## config.mk

```make
export PLATFORM = sky130hd
export DESIGN_NAME = jump_redirect_ctrl
export DESIGN_NICKNAME = d
export VERILOG_FILES = /design/src/rtl/rv_pkg.sv /design/src/rtl/rv_imm_extend.sv /design/src/rtl/jump_redirect_ctrl.sv
export SDC_FILE = /design/constraint.sdc
export NUM_CORES = 1
export LEC_CHECK = 0
export BUFFER_PORTS_ARGS = -buffer_cell sky130_fd_sc_hd__clkbuf_2
export CAP_MARGIN = 20
export CELL_PAD_IN_SITES_DETAIL_PLACEMENT = 2
export CELL_PAD_IN_SITES_GLOBAL_PLACEMENT = 2
export CORE_MARGIN = 2
export CORE_UTILIZATION = 30
export CTS_BUF_LIST = sky130_fd_sc_hd__clkbuf_16
export DETAILED_ROUTE_END_ITERATION = 8
export PLACE_DENSITY_LB_ADDON = 0.15
export SLEW_MARGIN = 10
export SYNTH_ARGS = -nofsm -noshare
export SYNTH_HDL_FRONTEND = slang
export SYNTH_HIERARCHICAL = 1
export SYNTH_SLANG_ARGS = --single-unit
```

## constraint.sdc

```tcl
create_clock -name clk -period 4.2 [get_ports clk]
set_input_delay 0.42 -clock clk [delete_from_list [all_inputs] [get_ports clk]]
set_output_delay 0.42 -clock clk [all_outputs]
set_load 0.005 [all_outputs]
```

## src/rtl/rv_pkg.sv

```systemverilog
// Shared definitions for the control-transfer sequencers of the single-issue core.
package rv_pkg;

  localparam int XLEN_DEF = 32;

  localparam logic [6:0] OP_JAL      = 7'b1101111;
  localparam logic [6:0] OP_JALR     = 7'b1100111;
  localparam logic [2:0] FUNCT3_JALR = 3'b000;

  localparam logic IMM_SEL_I = 1'b0;
  localparam logic IMM_SEL_J = 1'b1;

  typedef enum logic [2:0] {
    ST_IDLE,
    ST_CALC,
    ST_REDIRECT,
    ST_FLUSH,
    ST_LINK
  } jr_state_e;

  function automatic logic is_jal(input logic [31:0] w);
    return w[6:0] == OP_JAL;
  endfunction

  function automatic logic is_jalr(input logic [31:0] w);
    return (w[6:0] == OP_JALR) && (w[14:12] == FUNCT3_JALR);
  endfunction

endpackage

```

## src/rtl/rv_imm_extend.sv

```systemverilog
// Combinational J-type / I-type immediate reassembly with sign extension.
module rv_imm_extend
  import rv_pkg::*;
#(
  parameter int XLEN = XLEN_DEF
) (
  input  logic [31:0]     instr,
  input  logic            imm_sel,
  output logic [XLEN-1:0] imm
);

  logic unused_low_bits;
  assign unused_low_bits = ^instr[11:0];

  always_comb begin
    if (imm_sel == IMM_SEL_J)
      imm = {{(XLEN-21){instr[31]}}, instr[31], instr[19:12], instr[20], instr[30:21], 1'b0};
    else
      imm = {{(XLEN-12){instr[31]}}, instr[31:20]};
  end

endmodule

```

## src/rtl/jump_redirect_ctrl.sv

```systemverilog
// JAL/JALR sequencer: computes the target, redirects fetch, flushes, then writes the link.
//
// state       | meaning
// ------------+-----------------------------------------------------------
// ST_IDLE     | ready for decode; non-jumps are consumed and dropped
// ST_CALC     | register target, rd and link value; detect misalignment
// ST_REDIRECT | present redir_pc until fetch accepts
// ST_FLUSH    | hold flush for FLUSH_CYCLES cycles
// ST_LINK     | present link writeback until granted (skipped for rd == x0)
module jump_redirect_ctrl
  import rv_pkg::*;
#(
  parameter int XLEN         = XLEN_DEF,
  parameter int FLUSH_CYCLES = 2
) (
  input  logic            clk,
  input  logic            rst_n,
  input  logic            instr_valid,
  output logic            instr_ready,
  input  logic [31:0]     instr_word,
  input  logic [XLEN-1:0] instr_pc,
  input  logic [XLEN-1:0] rs1_data,
  output logic            redir_valid,
  input  logic            redir_ready,
  output logic [XLEN-1:0] redir_pc,
  output logic            flush,
  output logic            wb_valid,
  input  logic            wb_ready,
  output logic [4:0]      wb_rd,
  output logic [XLEN-1:0] wb_data,
  output logic            misalign_err,
  output logic            busy
);

  jr_state_e       state_q, state_d;
  logic [3:0]      cnt_q, cnt_d;
  logic [31:0]     instr_q, instr_d;
  logic [XLEN-1:0] pc_q, pc_d;
  logic [XLEN-1:0] rs1_q, rs1_d;
  logic [XLEN-1:0] target_q, target_d;
  logic [4:0]      wb_rd_q, wb_rd_d;
  logic [XLEN-1:0] wb_data_q, wb_data_d;
  logic            misalign_q, misalign_d;

  logic            jal_q;
  logic [XLEN-1:0] imm;
  logic [XLEN-1:0] sum;
  logic [XLEN-1:0] calc_target;

  assign jal_q = instr_q[6:0] == OP_JAL;

  rv_imm_extend #(.XLEN(XLEN)) u_imm (
    .instr   (instr_q),
    .imm_sel (jal_q ? IMM_SEL_J : IMM_SEL_I),
    .imm     (imm)
  );

  // JALR clears bit 0 of the sum; JAL targets are always even already.
  assign sum         = (jal_q ? pc_q : rs1_q) + imm;
  assign calc_target = jal_q ? sum : {sum[XLEN-1:1], 1'b0};

  always_ff @(posedge clk) begin
    if (!rst_n) begin
      state_q    <= ST_IDLE;
      cnt_q      <= '0;
      instr_q    <= '0;
      pc_q       <= '0;
      rs1_q      <= '0;
      target_q   <= '0;
      wb_rd_q    <= '0;
      wb_data_q  <= '0;
      misalign_q <= 1'b0;
    end else begin
      state_q    <= state_d;
      cnt_q      <= cnt_d;
      instr_q    <= instr_d;
      pc_q       <= pc_d;
      rs1_q      <= rs1_d;
      target_q   <= target_d;
      wb_rd_q    <= wb_rd_d;
      wb_data_q  <= wb_data_d;
      misalign_q <= misalign_d;
    end
  end

  always_comb begin
    state_d    = state_q;
    cnt_d      = cnt_q;
    instr_d    = instr_q;
    pc_d       = pc_q;
    rs1_d      = rs1_q;
    target_d   = target_q;
    wb_rd_d    = wb_rd_q;
    wb_data_d  = wb_data_q;
    misalign_d = 1'b0;

    case (state_q)
      ST_IDLE: begin
        if (instr_valid) begin
          instr_d = instr_word;
          pc_d    = instr_pc;
          rs1_d   = rs1_data;
          if (is_jal(instr_word) || is_jalr(instr_word))
            state_d = ST_CALC;
        end
      end
      ST_CALC: begin
        target_d  = calc_target;
        wb_rd_d   = instr_q[11:7];
        wb_data_d = pc_q + XLEN'(4);
        if (calc_target[1:0] != 2'b00) begin
          misalign_d = 1'b1;
          state_d    = ST_IDLE;
        end else begin
          state_d = ST_REDIRECT;
        end
      end
      ST_REDIRECT: begin
        if (redir_ready) begin
          cnt_d   = 4'(FLUSH_CYCLES);
          state_d = ST_FLUSH;
        end
      end
      ST_FLUSH: begin
        cnt_d = cnt_q - 4'd1;
        if (cnt_q == 4'd1)
          state_d = (wb_rd_q != 5'd0) ? ST_LINK : ST_IDLE;
      end
      ST_LINK: begin
        if (wb_ready)
          state_d = ST_IDLE;
      end
      default: state_d = ST_IDLE;
    endcase
  end

  assign instr_ready  = state_q == ST_IDLE;
  assign busy         = state_q != ST_IDLE;
  assign redir_valid  = state_q == ST_REDIRECT;
  assign flush        = state_q == ST_FLUSH;
  assign wb_valid     = state_q == ST_LINK;
  assign redir_pc     = target_q;
  assign wb_rd        = wb_rd_q;
  assign wb_data      = wb_data_q;
  assign misalign_err = misalign_q;

endmodule

```

== Yosys cells after proc, flatten, opt, wreduce, memory -nomap -nowiden ==
Index checks and enable logic that the tools add are counted.
W data, S select, Z words.
Word-level totals
  bits in registers: 173
  bits of input ports: 101
Operators by class
  add/subtract/negate cells: 3
  equal/unequal tests: 13
  multiplexer cells: 15
  reduce and logical (&&, ||, !) cells: 12
Operators with widths (number)
  $add A32 B3 Y32 const B: 1
  $add A32 B32 Y32: 1
  $mux W32: 1
  $eq A7 B7 Y1 const B: 3
  $mux W20: 1
  $mux W3: 6
  $pmux W3 S5: 1
  $ne A2 B1 Y1 const B: 4
  $pmux W4 S2: 1
  $eq A3 B2 Y1 const B: 2
  $logic_not A3 Y1: 2
  $reduce_and A2 Y1: 3
  $reduce_and A5 Y1: 1
  $reduce_bool A5 Y1: 1
  $eq A4 B1 Y1 const B: 1
  $mux W4: 1
  $reduce_bool A2 Y1: 2
  $sub A4 B1 Y4 const B: 1
  $eq A3 B1 Y1 const B: 1
  $eq A3 B3 Y1 const B: 1
  $mux W1: 3
  $reduce_bool A3 Y1: 1
  $mux W2: 1
  $ne A2 B2 Y1 const B: 1
  2 further kinds: 2

== Logic depth before layout (Yosys ltp) ==
Gate-level depths: netlist (run 1).
  word-level depth: 8
  depth in mapped cells: 16

== Cells and area by module ==
The synthesis (run 1) kept the hierarchy.
Modules (own cells, without submodules)
  jump_redirect_ctrl: times used 1, cells each 1113, area each 8705.8 sq um
  rv_imm_extend: times used 1, cells each 33, area each 320.3 sq um

== Least setup slack after synthesis (run 1) ==
OpenSTA, ideal clock, no wires.
  kind: reg2reg
  start: register instr_q[4]
  end: register target_q[26], in the netlist redir_pc[26]
  arrival time: 3.642 ns
  data required time: 4.078 ns
  setup slack: 0.436 ns
  stages on the path, launching flop included: 17
  period minus slack after synthesis: 3.764 ns
  cell sequence: dfxtp_1 > nand4b_1 > nor2_1 > clkbuf_1 > buf_6 > and2b_2 > ha_1 > inv_1 > fa_1 > nor2b_4 > o31a_1 > o31a_1 > o31ai_4 > a21oi_2 > a31oi_1 > nor4_1 > a311o_1
Between the ends
  word-level cells in the longest chain between the ends: 4
  elaborated cells between the ends (all ways): 5
RTL lines
  from (decl): line jump_redirect_ctrl.sv:37  | logic [31:0] instr_q, instr_d;
  from (signal assigned): line jump_redirect_ctrl.sv:76  | instr_q <= instr_d;
  $eq A7 B7 Y1: line jump_redirect_ctrl.sv:50  | assign jal_q = instr_q[6:0] == OP_JAL;
  net jal_q: line jump_redirect_ctrl.sv:45  | logic jal_q;
  $mux W1: line jump_redirect_ctrl.sv:54  | .imm_sel (jal_q ? IMM_SEL_J : IMM_SEL_I),
  $mux W20: line rv_imm_extend.sv:16  | if (imm_sel == IMM_SEL_J)
  net imm[0]: line jump_redirect_ctrl.sv:46  | logic [XLEN-1:0] imm;
  $add A32 B32 Y32: line jump_redirect_ctrl.sv:59  | assign sum = (jal_q ? pc_q : rs1_q) + imm;
  to (signal assigned): line jump_redirect_ctrl.sv:79  | target_q <= target_d;
  to (decl): line jump_redirect_ctrl.sv:40  | logic [XLEN-1:0] target_q, target_d;
The timed path passes the listed nets, and every way through them passes these cells.
A chain may end at the register's enable or synchronous reset.

== Final worst setup path (run 1) ==
  start: register instr_q[4]
  end: register target_q[28], in the netlist redir_pc[28]
Between the ends
  word-level cells in the longest chain between the ends: 4
  elaborated cells between the ends (all ways): 5
RTL lines (line)
  $eq A7 B7 Y1 (*): jump_redirect_ctrl.sv:50
  $mux W1: jump_redirect_ctrl.sv:54
  $mux W20: rv_imm_extend.sv:16
  $add A32 B32 Y32 (*): jump_redirect_ctrl.sv:59
Mark *: on every way between the ends. The rest lies on a longest branch, timed or not.

==> qor.yml, run 1 <==
power:
  power_frac_comb_pct: 10.8
  ir_drop_uv: 284
  internal_power_mw: 2.76
  netSwitchingPower_mw: 1.09
  powerDensity_nw_per_um2: 358
  swShare_pct: 28.3
  finalPower_mw: 3.85
  p_leak_nw: 4.40
  p_seq_share_pct: 45.5
  clkPwrFrac_pct: 43.7
critical_path:
  rr_worst_depth: 13
  cp-start-kind: "flop"
  crit_type: "flop to flop"
  arrival_ps: 4180
  worst-path-max-fanout: 12
  rrSetupSlack_ps: 310
  endpoint_kind: "flop"
  r2r-start: "instr_q[4]"
  cp_data_required_time_ps: 4500
  r2r-end: "redir_pc[28]"
floorplanning:
  die_area_um2: 31500
  die_x_um: 177
  start_util_pct: 30.5
  coreArea_um2: 29600
  io-pin-count: 176
  fp-row-count: 63
  die_h_um: 177
synth:
  avgSynthCellArea_um2: 7.88
  ys.flop_type: "dfxtp_1"
  ys_types: 60
  syn-cell-area_um2: 9030
  ys_seq_area_share_pct: 38.4
  syn_nets: 1285
  synth-async-reset-ratio_pct: 0
  synth_edf_count: 0
  ys_seq_elements: 173
  ys_warn_count: 6
  syn-instance-count: 1146
final_layout:
  nFillCells: 3528
  layout-drive-gt1-share_pct: 21.7
  layoutNonFillerInstCount: 1673
  multi_input_area_um2: 5050
  area_delta_synth_final_pct: 19.2
  final_area_um2: 10800
  layout.nets: 1407
  final_cell_mix: "nand2_1 (262), clkbuf_2 (175), dfxtp_1 (173)"
  ff_latch_area_um2: 3460
  layout_commonest_cell: "nand2_1"
  fin_util_pct: 36.3
sta:
  fin_skew_ps: 12.7
  drv_slew: 0
  hold_viol_final: 0
  worst_slew_margin_rel_pct: 35.6
  setup_ws_ps: 313
  tightest_slew_ps: 964
  fmax_ghz: 0.257
  period_needed_ps: 3890
  setup_tns_ps: 0
  setup_viol: 0
  finalCritPeriodShare_pct: 92.5
  whs_ps: 190
  rsz0062_at_grt: "no"
global_route:
  grt_max_degree: 97
  grt_pass1_wl_um: 51600
  grtUsageTotal_pct: 21.4
  grt_pass1_vias: 9174
  antenna_found_initial: 1
  grt-ovfl-total: 0
cts:
  clockBufferDepth: 2
  cts_tree: "yes"
  ctsResizeCount: 0
  clkLatencyLatePin_ps: 440
  cts-hold-fix-buffers: 0
  postCtsSetupBuffers: 0
  cts.htree.levels: 4
  clock-sinks: 173
  clk_pin_slew_ps: 80
  cts-root-buf: "clkbuf_16"
  cts_buffers: 17
placement:
  port_buffers: 175
  dp_hpwl_um: 24400
  gp_congestion: 0.842
  dp.cells: 1638
  place_area_um2: 10100
  post-place-ws_ps: 363
min_path:
  hold_class: "primary input to flop"
  hold_path_end: "pc_q[4]"
  holdCritStartpoint: "instr_pc[4]"
  holdPathStages: 3
route:
  totalWireLength_um: 33000
  final_antenna_net_count: 0
  first_pass_iters: 4
  drc: 0
  vias_per_cell: 5.11
  wl_per_cell_um: 19.7
  via_count: 8555
  first_iter_violations: 368
flow_run:
  maxCapViolCount: 0
outcome:
  status: "finished, final reports clean"
-- worst max-delay path by stage --
stage,start,endpoint,slack [ps],cells after the start
final,instr_q[4],redir_pc[28],310,13
after global routing,instr_q[4],redir_pc[28],3,13
after CTS,instr_q[4],redir_pc[28],320,13
after detailed placement,instr_q[4],redir_pc[28],360,13
after global placement,instr_q[4],redir_pc[28],450,13
after floorplan,instr_q[4],redir_pc[26],440,16
-- layout make-up --
class	instances	share of cell area, %
antenna	2	0.0465
clock buffer	17	3.96
clock inverter	15	1.63
inverter	24	0.861
multi-input combinational	858	47.0
sequential	173	32.2
tap	390	4.54
timing repair buffer	194	9.77
-- cell families (layout without fill, tap and decap cells) --
family          Yosys count  count (layout)  share of synthesized area [%]
compound gates          291             291                           19.0
xor+xnor                 45              45                           4.37
fa+ha+maj                38              38                           5.35
buf+inv                 115             250                           5.85
flops                   173             173                           38.4
mux                      44              44                           5.82
other cells               0               2                              0
simple gates            440             440                           21.2
-- critical path, stage by stage (launching register included) --
cell	delay (ps)
dfxtp_1	310
nand4b_1	210
nor2_4	340
buf_4	310
mux2_2	370
ha_1	380
a21oi_1	340
o21ai_0	180
a2111oi_0	400
a211o_1	200
a41oi_1	190
o21ai_0	260
xor2_1	160
o21ai_0	90
-- flip-flops by register name, indices dropped and copies added, names as in the netlist --
| register | flops |
|---|---|
| redir_pc | 32 |
| state_q | 3 |
| instr_q | 32 |
| wb_rd | 5 |
| misalign_err | 1 |
| wb_data | 32 |
| rs1_q | 32 |
| cnt_q | 4 |
| pc_q | 32 |
-- synthesized netlist by cell type, types with 3 or more instances --
cell        n  area share, %
a211oi_1   31            2.6
a21boi_0    3           0.25
a21o_1     11           0.91
a21oi_1   156            8.6
a22oi_1     3           0.25
a311oi_1    3           0.29
a31oi_1     3           0.21
and2_1      5           0.35
and3_1      9           0.62
and4_1      6           0.58
buf_1       3           0.12
buf_2       4           0.22
buf_4      22            1.8
clkbuf_1   60            2.5
dfxtp_1   173             38
ha_1       37            5.1
inv_1      24            1.0
mux2_2     32            4.0
mux2_4      9            1.5
mux2i_1     3           0.33
nand2_1   263             11
nand2b_1    5           0.35
nand3_1    32            1.8
nand3b_1    3           0.25
nand4_1    13           0.90
nor2_1     67            2.8
nor2b_1     6           0.42
nor3_1     12           0.67
nor4_1      4           0.28
o21a_1      4           0.33
o21ai_0    49            2.7
o21bai_1    6           0.50
o31a_1      3           0.29
or3_1       6           0.42
xnor2_1    25            2.4
xor2_1     20            1.9
-- per-layer routing --
layer	vias up	routed length, µm	track usage [%]
met1	4218	14700	26.3
met4	0	379	5.64
met5	-	0	0
li1	4176	-	-
met3	19	901	2.46
met2	142	16900	39.1
-- power groups by stage --
stage / registers [mW] / logic, mW / clock network [mW]
after global placement: 1.79 / 0.405 / 0
after CTS: 1.75 / 0.418 / 1.74
after global routing: 1.76 / 0.463 / 1.80
final: 1.75 / 0.414 / 1.68
after detailed placement: 1.79 / 0.414 / 0
after floorplan: 1.76 / 0.273 / 0
Power figures use the tool's default switching activity.
==> inputs of run 2 (changes only) <==
Settings changed: RECOVER_POWER set to 100.
==> run 2 against run 1 <==
The flow now finishes with violations (max-capacitance violations, max-slew violations); global-route usage unchanged; combinational power about the same; register-to-register slack got worse by 80 ps; largest cell class unchanged; highest routed layer unchanged.
==> qor.yml, run 2 (synthesis gave the netlist of run 1 again) <==
power:
  p_seq_share_pct: 45.5  # about the same
  netSwitchingPower_mw: 1.09  # about the same
  p_leak_nw: 4.22  # was 4.40 nW
  swShare_pct: 28.3  # about the same
  clkPwrFrac_pct: 43.8  # was 43.7%
  powerDensity_nw_per_um2: 361  # was 358 nW/µm²
  internal_power_mw: 2.76  # about the same
  ir_drop_uv: 283  # was 284 µV
  power_frac_comb_pct: 10.7  # was 10.8%
floorplanning:
  die_area_um2: 31500  # unchanged
  die_h_um: 177  # unchanged
  start_util_pct: 30.5  # unchanged
  io-pin-count: 176  # unchanged
  fp-row-count: 63  # unchanged
  coreArea_um2: 29600  # unchanged
  die_x_um: 177  # unchanged
final_layout:
  layout.nets: 1407  # unchanged
  layout-drive-gt1-share_pct: 17.5  # was 21.7%
  final_cell_mix: "nand2_1 (262), dfxtp_1 (173), a21oi_1 (156)"  # was nand2_1 (262), clkbuf_2 (175), dfxtp_1 (173)
  nFillCells: 3545  # was 3528
  area_delta_synth_final_pct: 18.1  # was 19.2%
  layout_commonest_cell: "nand2_1"  # unchanged
  ff_latch_area_um2: 3460  # unchanged
  multi_input_area_um2: 5040  # was 5050 µm²
route:
  drc: 0  # unchanged
  vias_per_cell: 5.11  # about the same
  via_count: 8541  # was 8555
  first_pass_iters: 4  # unchanged
  first_iter_violations: 378  # was 368
  final_antenna_net_count: 0  # unchanged
  totalWireLength_um: 33000  # about the same
  wl_per_cell_um: 19.7  # about the same
critical_path:
  crit_type: "flop to flop"  # unchanged
  endpoint_kind: "flop"  # unchanged
  worst-path-max-fanout: 11  # was 12
  cp_data_required_time_ps: 4530  # was 4500 ps
  rrSetupSlack_ps: 230  # was 310 ps
  cp-start-kind: "flop"  # unchanged
  arrival_ps: 4300  # was 4180 ps
cts:
  ctsResizeCount: 0  # unchanged
  cts_buffers: 17  # unchanged
  cts-hold-fix-buffers: 0  # unchanged
  cts_tree: "yes"  # unchanged
  clock-sinks: 173  # unchanged
  clkLatencyLatePin_ps: 440  # about the same
  clockBufferDepth: 2  # unchanged
  cts.htree.levels: 4  # unchanged
  clk_pin_slew_ps: 80  # about the same
  cts-root-buf: "clkbuf_16"  # unchanged
  postCtsSetupBuffers: 0  # unchanged
outcome:
  failed_checks: "max-capacitance violations, max-slew violations"
  status: "finished, violations left"  # was finished, final reports clean
sta:
  rsz0062_at_grt: "no"  # unchanged
  period_needed_ps: 3970  # was 3890 ps
  tightest_slew_ps: 1560  # was 964 ps
  finalCritPeriodShare_pct: 94.4  # was 92.5%
  worst_slew_margin_rel_pct: -4.19  # was 35.6%
  drv_slew: 37  # was 0
  fmax_ghz: 0.252  # was 0.257 GHz
  fin_skew_ps: 13.8  # was 12.7 ps
  hold_viol_final: 0  # unchanged
  setup_tns_ps: 0  # unchanged
  setup_ws_ps: 234  # was 313 ps
  setup_viol: 0  # unchanged
global_route:
  grt_pass1_vias: 9174  # unchanged
  grt_pass1_wl_um: 51600  # unchanged
  antenna_found_initial: 1  # unchanged
  grtUsageTotal_pct: 21.4  # unchanged
  grt-ovfl-total: 0  # unchanged
  grt_max_degree: 97  # unchanged
placement:
  port_buffers: 175  # unchanged
  post-place-ws_ps: 363  # unchanged
  dp_hpwl_um: 24400  # unchanged
  gp_congestion: 0.842  # unchanged
min_path:
  hold_class: "primary input to flop"  # unchanged
flow_run:
  maxCapViolCount: 1  # was 0
[run 2: changes by cell type in the layout (fill, tap and decap cells not counted), sizes merged]
cell / before / now
buf: 19 / 16
clkbuf: 192 / 195
[run 2: critical path, cell delays in order, from the launching register on]
cell and delay, ps:
dfxtp_1 310, nand4b_1 210, nor2_4 340, mux2_2 390, ha_1 220, inv_1 90
fa_1 250, nor2b_4 60, o31a_1 270, o31a_1 310, o31ai_1 590, a21oi_2 170
a31oi_1 240, nor4_1 70, a311o_1 340
[run 2: path summary, 6_finish.rpt]
check / startpoint / cells after the start / end
max: instr_q[4] / 14 / redir_pc[26]
min: instr_pc[4] / 3 / pc_q[4]
max reg2reg: instr_q[4] / 14 / redir_pc[26]
min reg2reg: instr_q[9] / 2 / wb_rd[2]
[run 2: area by class of cell]
class / instances / area share (%)
clock inverter: 15 / 1.64
sequential: 173 / 32.5
antenna: 2 / 0.0470
timing repair buffer: 194 / 9.13
multi-input combinational: 858 / 47.2
tap: 390 / 4.58
clock buffer: 17 / 3.99
inverter: 24 / 0.869
[run 2: per-stage QoR]
| stage | std cells | utilization, % | cell area [µm²] | hold slack, ps | power [mW] |
|---|---|---|---|---|---|
| 2_1_floorplan | 1146 | - | 9030 | 431 | 2.03 |
| 3_3_place_gp | 1638 | 34.2 | 10100 | 441 | 2.19 |
| 3_5_place_dp | 1638 | 34.2 | 10100 | 448 | 2.20 |
| 4_1_cts | 1670 | 36.2 | 10700 | 169 | 3.91 |
| 5_1_grt | 1671 | 35.9 | 10700 | 186 | 4.02 |
| 6_report | 1673 | 36.0 | 10700 | 190 | 3.85 |
[run 2: per-layer routing]
layer | share of wire [%] | GRT usage [%] | up-vias
met3 | 2.7 | 2.46 | 20
met4 | 1.4 | 5.64 | 0
met2 | 51 | 39.1 | 137
met5 | 0 | 0 | -
li1 | - | - | 4173
met1 | 45 | 26.3 | 4211
[run 2: power by group through the flow]
stage	Clock, mW	Sequential [mW]	Combinational, mW
finish	1.68	1.75	0.412
detailed placement	0	1.79	0.414
CTS	1.74	1.75	0.418
global placement	0	1.79	0.405
global route	1.80	1.76	0.461
floorplan	0	1.76	0.273
==> inputs of run 3 (changes only) <==
Settings changed: CELL_PAD_IN_SITES_DETAIL_PLACEMENT 2 to 0, CELL_PAD_IN_SITES_GLOBAL_PLACEMENT 2 to 1.
Clock period 4.2 ns to 5.1 ns, I/O delays scaled along.
==> run 3 against run 2 <==
The flow still finishes with violations (max-capacitance violations, max-slew violations); global-route usage is 2.5 points lower; die area did not move; flip-flop and latch count stayed put; sequential power is 18% lower; first-iteration DRC count increased by 8.7%; via count is 5.1% lower; register-to-register slack improved by 770 ps; critical path type is now primary input to flop; critical endpoint is now cnt_q[1].
==> qor.yml, run 3 (synthesis gave the netlist of run 1 again) <==
cts:
  cts-hold-fix-buffers: 0  # unchanged
  cts.htree.levels: 4  # unchanged
  clk_pin_slew_ps: 90  # was 80 ps
  cts_buffers: 17  # unchanged
  postCtsSetupBuffers: 0  # unchanged
  clock-sinks: 173  # unchanged
  clockBufferDepth: 2  # unchanged
  cts-root-buf: "clkbuf_16"  # unchanged
  ctsResizeCount: 0  # unchanged
  cts_tree: "yes"  # unchanged
  clkLatencyLatePin_ps: 440  # about the same
critical_path:
  worst-path-max-fanout: 100  # was 11
  arrival_ps: 4450  # was 4300 ps
  r2r-start: "state_q[0]"  # was instr_q[4]
  rr_worst_depth: 3  # was 14
  cp_data_required_time_ps: 5420  # was 4530 ps
  cp-start-kind: "primary input"  # was flop
  rrSetupSlack_ps: 1000  # was 230 ps
  endpoint_kind: "flop"  # unchanged
  crit_type: "primary input to flop"  # was flop to flop
  r2r-end: "misalign_err"  # was redir_pc[26]
sta:
  fin_skew_ps: 23.7  # was 13.8 ps
  rsz0062_at_grt: "no"  # unchanged
  drv_slew: 209  # was 37
  tightest_slew_ps: 2530  # was 1560 ps
  finalCritPeriodShare_pct: 81.0
  period_needed_ps: 4130
  setup_ws_ps: 969  # was 234 ps
  worst_slew_margin_rel_pct: -69.1  # was -4.19%
  fmax_ghz: 0.242
  setup_tns_ps: 0  # unchanged
  setup_viol: 0  # unchanged
  hold_viol_final: 0  # unchanged
min_path:
  hold_path_end: "instr_q[10]"  # was pc_q[4]
  holdPathStages: 3  # unchanged
  holdCritStartpoint: "instr_word[10]"  # was instr_pc[4]
  hold_class: "primary input to flop"  # unchanged
power:
  swShare_pct: 28.4  # was 28.3%
  finalPower_mw: 3.12  # was 3.85 mW
  netSwitchingPower_uw: 886  # was 1.09 mW
  powerDensity_nw_per_um2: 295  # was 361 nW/µm²
  power_frac_comb_pct: 10.5  # was 10.7%
  clkPwrFrac_pct: 43.4  # was 43.8%
  p_leak_nw: 4.14  # was 4.22 nW
  p_seq_share_pct: 46.2  # was 45.5%
  ir_drop_uv: 211  # was 283 µV
  internal_power_mw: 2.23  # was 2.76 mW
placement:
  place_area_um2: 10100  # about the same
  post-place-ws_ps: 1020  # was 363 ps
  port_buffers: 175  # unchanged
  gp_congestion: 0.834  # was 0.842
  dp_hpwl_um: 21800  # was 24400 µm
flow_run:
  maxCapViolCount: 3  # was 1
final_layout:
  final_cell_mix: "nand2_1 (262), dfxtp_1 (173), a21oi_1 (156)"  # unchanged
  layout.nets: 1396  # was 1407
  final_area_um2: 10600  # was 10700 µm²
  diodes: 0  # was 2
  layout-drive-gt1-share_pct: 16.4  # was 17.5%
  layout_commonest_cell: "nand2_1"  # unchanged
  area_delta_synth_final_pct: 17.1  # was 18.1%
global_route:
  grtUsageTotal_pct: 18.8  # was 21.4%
  grt_max_degree: 101  # was 97
  grt_pass1_wl_um: 45600  # was 51600 µm
  antenna_found_initial: 0  # was 1
  grt-ovfl-total: 0  # unchanged
  grt_pass1_vias: 7918  # was 9174
floorplanning:
  coreArea_um2: 29600  # unchanged
  die_h_um: 177  # unchanged
  io-pin-count: 176  # unchanged
  fp-row-count: 63  # unchanged
  die_area_um2: 31500  # unchanged
  start_util_pct: 30.5  # unchanged
  die_x_um: 177  # unchanged
route:
  final_antenna_net_count: 0  # unchanged
  first_iter_violations: 411  # was 378
  drc: 0  # unchanged
  totalWireLength_um: 29600  # was 33000 µm
  first_pass_iters: 7  # was 4
  wl_per_cell_um: 17.8  # was 19.7 µm
  vias_per_cell: 4.88  # was 5.11
  via_count: 8108  # was 8541
outcome:
  status: "finished, violations left"  # unchanged
  failed_checks: "max-capacitance violations, max-slew violations"  # unchanged
## run 3: routing by layer
| metal | global-route usage [%] | routed length (µm) | vias to the layer above |
|---|---|---|---|
| li1 | - | - | 4161 |
| met1 | 25.9 | 14500 | 3780 |
| met2 | 31.5 | 13900 | 156 |
| met3 | 2.55 | 1060 | 11 |
| met4 | 3.45 | 196 | 0 |
| met5 | 0 | 0 | - |
## run 3: how the worst max path moves through the flow
stage                    start           end  depth (start not counted)  slack (ps)
floorplan           instr_q[4]  redir_pc[26]                         16        1340
global placement    instr_q[4]  redir_pc[28]                         13        1130
detailed placement  instr_q[4]  redir_pc[28]                         13        1020
CTS                 instr_q[4]  redir_pc[28]                         13        1010
global route             rst_n   wb_data[13]                          4         530
finish                   rst_n      cnt_q[1]                          4         970
## run 3: layout make-up
| type | count | area (µm²) |
|---|---|---|
| Timing Repair Buffer | 183 | 871 |
| Clock buffer | 17 | 425 |
| Multi-Input combinational cell | 858 | 5050 |
| Fill cell | 3304 | 19100 |
| Tap cell | 390 | 488 |
| Clock inverter | 15 | 176 |
| Sequential cell | 173 | 3460 |
| Inverter | 24 | 91.3 |
## run 3: per-stage QoR
step	util (%)	hold WS (ps)	std cells
floorplan	-	431	1146
global placement	33.9	439	1627
CTS	36.0	263	1660
global route	35.7	272	1660
finish	35.7	287	1660
detailed placement	33.9	444	1628
## run 3: worst max-delay path: stages
cell and delay (ps):
clkbuf_2 350, clkinvlp_2 1770, buf_2 1260, a221oi_1 470
## run 3: power groups by stage
stage	logic [mW]	clock network, mW	registers [mW]
after floorplan	0.225	0	1.45
after global placement	0.329	0	1.47
after detailed placement	0.330	0	1.47
after CTS	0.331	1.39	1.44
after global routing	0.366	1.44	1.44
final	0.326	1.35	1.44
